[src/rtl/pwm_pkg.sv]
// Shared types and constants for the PWM capture block.
package pwm_pkg;

    typedef enum logic [1:0] {
        StIdle,
        StHigh,
        StLow
    } pwm_state_e;

    // Consecutive agreeing samples required by the optional glitch filter.
    localparam int unsigned FiltDepth = 3;

endpackage

[src/rtl/sync_filter.sv]
// pwm_in synchronizer with optional majority-free agreement filter.
// Define PWM_CAPTURE_GLITCH_FILTER_EN to enable the FiltDepth-sample glitch filter.
module sync_filter
    import pwm_pkg::*;
#(
    parameter int unsigned SYNC_STAGES = 2
) (
    input  logic clk_in,
    input  logic rst_n,
    input  logic sig_i,
    output logic sig_o
);

    logic [SYNC_STAGES-1:0] sync_q;

    always_ff @(posedge clk_in or negedge rst_n) begin
        if (!rst_n) begin
            sync_q <= '0;
        end else begin
            sync_q <= {sync_q[SYNC_STAGES-2:0], sig_i};
        end
    end

`ifdef PWM_CAPTURE_GLITCH_FILTER_EN
    logic [FiltDepth-2:0] hist_q;
    logic [FiltDepth-1:0] window;
    logic                 filt_q;
    logic                 filt_d;

    // Window includes the live sample so the output moves FiltDepth-1 cycles late.
    assign window = {hist_q, sync_q[SYNC_STAGES-1]};

    always_comb begin
        filt_d = filt_q;
        if (&window) begin
            filt_d = 1'b1;
        end else if (~|window) begin
            filt_d = 1'b0;
        end
    end

    always_ff @(posedge clk_in or negedge rst_n) begin
        if (!rst_n) begin
            hist_q <= '0;
            filt_q <= 1'b0;
        end else begin
            hist_q <= window[FiltDepth-2:0];
            filt_q <= filt_d;
        end
    end

    assign sig_o = filt_d;
`else
    assign sig_o = sync_q[SYNC_STAGES-1];
`endif

endmodule

[src/rtl/pwm_capture.sv]
// Measures high time and rising-to-rising period of an asynchronous pulse train.
// Optional glitch filter enabled by defining PWM_CAPTURE_GLITCH_FILTER_EN.
module pwm_capture
    import pwm_pkg::*;
#(
    parameter int unsigned CNT_W       = 32,
    parameter int unsigned SYNC_STAGES = 2
) (
    input  logic             clk_in,
    input  logic             rst_n,
    input  logic             pwm_in,
    input  logic [CNT_W-1:0] timeout,
    output logic [CNT_W-1:0] high_cnt,
    output logic [CNT_W-1:0] period_cnt,
    output logic             valid,
    output logic             lost
);

`ifdef PWM_CAPTURE_GLITCH_FILTER_EN
    localparam int unsigned FiltLat = FiltDepth - 1;
`else
    localparam int unsigned FiltLat = 0;
`endif
    // Cycles until sig_q reflects the real input after reset; edges before that are bogus.
    localparam int unsigned PrimeLen = SYNC_STAGES + 1 + FiltLat;

    logic                sig_s;
    logic                sig_q;
    logic [PrimeLen-1:0] prime_q;
    logic                primed;
    logic                rise;
    logic                fall;
    logic                timed_out;
    logic [CNT_W-1:0]    cnt_inc;

    pwm_state_e       state_q, state_d;
    logic [CNT_W-1:0] cnt_q, cnt_d;
    logic [CNT_W-1:0] hi_lat_q, hi_lat_d;
    logic [CNT_W-1:0] high_cnt_q, high_cnt_d;
    logic [CNT_W-1:0] period_cnt_q, period_cnt_d;
    logic             valid_q, valid_d;
    logic             lost_q, lost_d;

    sync_filter #(
        .SYNC_STAGES(SYNC_STAGES)
    ) u_sync_filter (
        .clk_in(clk_in),
        .rst_n (rst_n),
        .sig_i (pwm_in),
        .sig_o (sig_s)
    );

    assign primed    = prime_q[PrimeLen-1];
    assign rise      = primed & sig_s & ~sig_q;
    assign fall      = primed & ~sig_s & sig_q;
    assign timed_out = (timeout != '0) && (cnt_q >= timeout);
    assign cnt_inc   = (cnt_q == '1) ? cnt_q : cnt_q + CNT_W'(1);

    always_comb begin
        state_d      = state_q;
        cnt_d        = cnt_q;
        hi_lat_d     = hi_lat_q;
        high_cnt_d   = high_cnt_q;
        period_cnt_d = period_cnt_q;
        valid_d      = 1'b0;
        lost_d       = lost_q;
        unique case (state_q)
            StIdle: begin
                if (rise) begin
                    cnt_d   = CNT_W'(1);
                    state_d = StHigh;
                end
            end
            StHigh: begin
                if (fall) begin
                    hi_lat_d = cnt_q;
                    cnt_d    = cnt_inc;
                    state_d  = StLow;
                end else if (timed_out) begin
                    cnt_d   = '0;
                    lost_d  = 1'b1;
                    state_d = StIdle;
                end else begin
                    cnt_d = cnt_inc;
                end
            end
            StLow: begin
                if (rise) begin
                    period_cnt_d = cnt_q;
                    high_cnt_d   = hi_lat_q;
                    valid_d      = 1'b1;
                    lost_d       = 1'b0;
                    cnt_d        = CNT_W'(1);
                    state_d      = StHigh;
                end else if (timed_out) begin
                    cnt_d   = '0;
                    lost_d  = 1'b1;
                    state_d = StIdle;
                end else begin
                    cnt_d = cnt_inc;
                end
            end
            default: begin
                cnt_d   = '0;
                state_d = StIdle;
            end
        endcase
    end

    always_ff @(posedge clk_in or negedge rst_n) begin
        if (!rst_n) begin
            sig_q        <= 1'b0;
            prime_q      <= '0;
            state_q      <= StIdle;
            cnt_q        <= '0;
            hi_lat_q     <= '0;
            high_cnt_q   <= '0;
            period_cnt_q <= '0;
            valid_q      <= 1'b0;
            lost_q       <= 1'b0;
        end else begin
            sig_q        <= sig_s;
            prime_q      <= {prime_q[PrimeLen-2:0], 1'b1};
            state_q      <= state_d;
            cnt_q        <= cnt_d;
            hi_lat_q     <= hi_lat_d;
            high_cnt_q   <= high_cnt_d;
            period_cnt_q <= period_cnt_d;
            valid_q      <= valid_d;
            lost_q       <= lost_d;
        end
    end

    assign high_cnt   = high_cnt_q;
    assign period_cnt = period_cnt_q;
    assign valid      = valid_q;
    assign lost       = lost_q;

endmodule

[config.mk]
export PLATFORM = sky130hd
export DESIGN_NAME = pwm_capture
export DESIGN_NICKNAME = d
export VERILOG_FILES = /design/src/rtl/pwm_pkg.sv /design/src/rtl/sync_filter.sv /design/src/rtl/pwm_capture.sv
export SDC_FILE = /design/constraint.sdc
export NUM_CORES = 1
export LEC_CHECK = 0
export BUFFER_PORTS_ARGS = -buffer_cell sky130_fd_sc_hd__buf_2
export CAP_MARGIN = 0
export CORE_UTILIZATION = 30
export CTS_BUF_LIST = sky130_fd_sc_hd__clkbuf_4
export DETAILED_ROUTE_END_ITERATION = 8
export HOLD_SLACK_MARGIN = 0.15
export SLEW_MARGIN = 15
export SYNTH_ARGS = -nofsm -noshare
export SYNTH_HDL_FRONTEND = slang
export SYNTH_HIERARCHICAL = 1
export SYNTH_SLANG_ARGS = --single-unit
[constraint.sdc]
create_clock -name clk_in -period 5.7 [get_ports clk_in]
set_input_delay 1.425 -clock clk_in [delete_from_list [all_inputs] [get_ports clk_in]]
set_output_delay 1.425 -clock clk_in [all_outputs]
set_load 0.02 [all_outputs]
==> impl_metrics.json <==
{
  "core_area_um2": 21900,
  "p_leak_nw": 4.10,
  "synthTopCellsByArea": "dfrtp_1, mux2_2, ha_1",
  "cts_tree": "yes",
  "place_congestion": 0.811,
  "startpoint_type": "input pin",
  "grt_max_degree": 73,
  "r2r-end": "cnt_q[1]",
  "syn_area_um2": 6730,
  "r2r_cells": 10,
  "synth.ff_latch_count": 138,
  "rsz0062_at_grt": "false",
  "fmax_ghz": 0.270,
  "track_usage_pct": 15.3,
  "cts_made_buffers": 17,
  "die_y_um": 152,
  "cap_violations": 0,
  "p_per_area_nw_per_um2": 262,
  "wl_per_cell_um": 16.5,
  "maxSlewViolCount": 0,
  "fin_crit_ns": 3.71,
  "tightest_slew_ns": 0.967,
  "first_global_vias": 4652,
  "arrival_ns": 4.17,
  "worst-setup-path-type": "input pin to register",
  "dieArea_um2": 23000,
  "htree_levels": 4,
  "grt_overflow": 0,
  "yosysSeqAreaShare_pct": 51.3,
  "cts-root-buf": "clkbuf_4",
  "crit_start": "timeout[5]",
  "vias": 4775,
  "ir_drop_v": 0.000112,
  "synthCells": 601,
  "fin_worst_skew_ns": 0.0276,
  "setup_tns_ns": 0,
  "setup_viol": 0,
  "hold_viol": 0,
  "postCtsHoldBufs": 0,
  "cts-resized-gates": 0,
  "grt_pass1_wl_um": 26000,
  "worst_setup_path_end_kind": "register",
  "hpwl_um": 11700,
  "antenna_found_initial": 0,
  "clockBufferDepth": 2,
  "drive_gt1_share_pct": 34.1,
  "fin_nets": 773,
  "area_delta_synth_final_pct": 16.4,
  "n_fill_cell": 2271,
  "final_cell_mix": "dfrtp_1, buf_2, mux2_2",
  "hold_ws_ns": 0.355,
  "dp.cells": 966,
  "firstDrtPassIters": 4,
  "async_flop_share_pct": 100,
  "cts.sinks": 138,
  "ys_types": 49,
  "antennaDiodeCount": 0,
  "viasPerCell": 4.78,
  "io_buffers": 100,
  "layout.cells.non_filler": 998,
  "ios": 101,
  "status": "finished clean",
  "required_ns": 6.16,
  "start_util_pct": 30.7,
  "yosys_warnings": 6,
  "clkLatencyLatePin_ns": 0.56,
  "synth_edf_count": 0,
  "die_w_um": 152,
  "rr_startpoint": "cnt_q[0]",
  "crit_path_end": "cnt_q[1]",
  "synth_nets": 669,
  "drtIter0Drc": 267,
  "rows": 54,
  "syn_avg_cell_area_um2": 11.2,
  "drc": 0,
  "synth_top_cell_area_share_pct": 51.3,
  "cts_setup_buffers": 0,
  "hp-class": "register to register",
  "routed_wl_um": 16500,
  "slew-limit-headroom_pct": 35.5,
  "synthFlopType": "dfrtp_1",
  "layout_worst_path_cycle_share_pct": 65.0,
  "r2r_slack_ns": 2.38,
  "antenna_left": 0,
  "crit_fanout": 13,
  "clk_pin_slew_worst_paths_ns": 0.13,
  "synth_area_leader_cell": "dfrtp_1",
  "final_common_cell": "dfrtp_1"
}
## critical path: stages
cell	delay (ns)
buf_2	0.11
nor4_1	0.68
nand4_1	0.28
o211ai_1	0.34
a211oi_1	0.11
nor3_2	0.57
buf_4	0.26
nor2_2	0.10
o311ai_1	0.30
## worst min-delay path by stage
stage / depth (start not counted) / end / startpoint / slack, ns
after detailed placement: 0 / prime_q[2] / prime_q[1] / 0.33
final: 0 / prime_q[2] / prime_q[1] / 0.35
after floorplan: 0 / prime_q[1] / prime_q[0] / 0.33
after global placement: 0 / prime_q[1] / prime_q[0] / 0.33
after CTS: 0 / prime_q[2] / prime_q[1] / 0.35
after global routing: 0 / prime_q[2] / prime_q[1] / 0.36
## synthesized netlist by cell type (6+ instances only)
cell	n
o211ai_1	10
ha_1	33
xnor2_1	9
nor4_1	10
clkbuf_1	12
o21ai_0	28
mux2_2	89
nand4_1	15
buf_2	6
nor2_1	41
a21oi_1	17
dfrtp_1	138
inv_1	44
nand2_1	61
nor3_1	6
xor2_1	9
and2_1	6
nand3_1	15
## registers in the layout, indices dropped and copies added (netlist names)
signal,flops
cnt_q,32
high_cnt,32
sig_q,1
hi_lat_q,32
valid,1
u_sync_filter/sync_q,2
lost,1
state_q,2
prime_q,3
period_cnt,32
## layer usage
layer  track usage, %  up-vias  routed length, µm
met5                0        -                  0
met4             6.24        0                350
met3             4.13       21                652
met2             23.4       94               7590
met1             20.5     2337               7890
li1                 -     2323                  -
## kinds of logic (layout without fill, tap and decap cells)
family          Yosys count  count (layout)  synth area share (%)
simple gates            178             178                  13.5
flops                   138             138                  51.3
mux                      89              89                  14.9
compound gates           80              80                  7.85
buf+inv                  64             181                  3.91
fa+ha+maj                33              33                  6.14
xor+xnor                 18              18                  2.34
other cells               1               1                0.0557
## final cells by class
cell class	count	area, µm²	share of cell area (%)
clock buffers	19	143	1.82
clock inverters	13	146	1.87
inverters	44	165	2.11
flip-flops and latches	138	3450	44.1
multi-input cells	399	3030	38.7
repair buffers	105	544	6.95
well taps	280	350	4.47
## power breakdown
part / switching, W / internal [W] / total, W
combinational: 0.000216 / 0.000108 / 0.000324
sequential: 0.0000509 / 0.00101 / 0.00107
clock: 0.000390 / 0.000274 / 0.000664
total: 0.000657 / 0.00140 / 0.00205
## stage by stage
step	power (W)	setup WS (ns)	cell area, µm²	utilization (%)
6_report	0.00205	1.99	7830	35.8
5_1_grt	0.00218	1.96	7830	35.8
4_1_cts	0.00210	2.11	7830	35.8
3_5_place_dp	0.00141	1.51	7540	34.4
3_3_place_gp	0.00141	1.56	7540	34.4
2_1_floorplan	0.00128	2.29	6730	-
No activity file was read; power rests on OpenSTA's default activity.
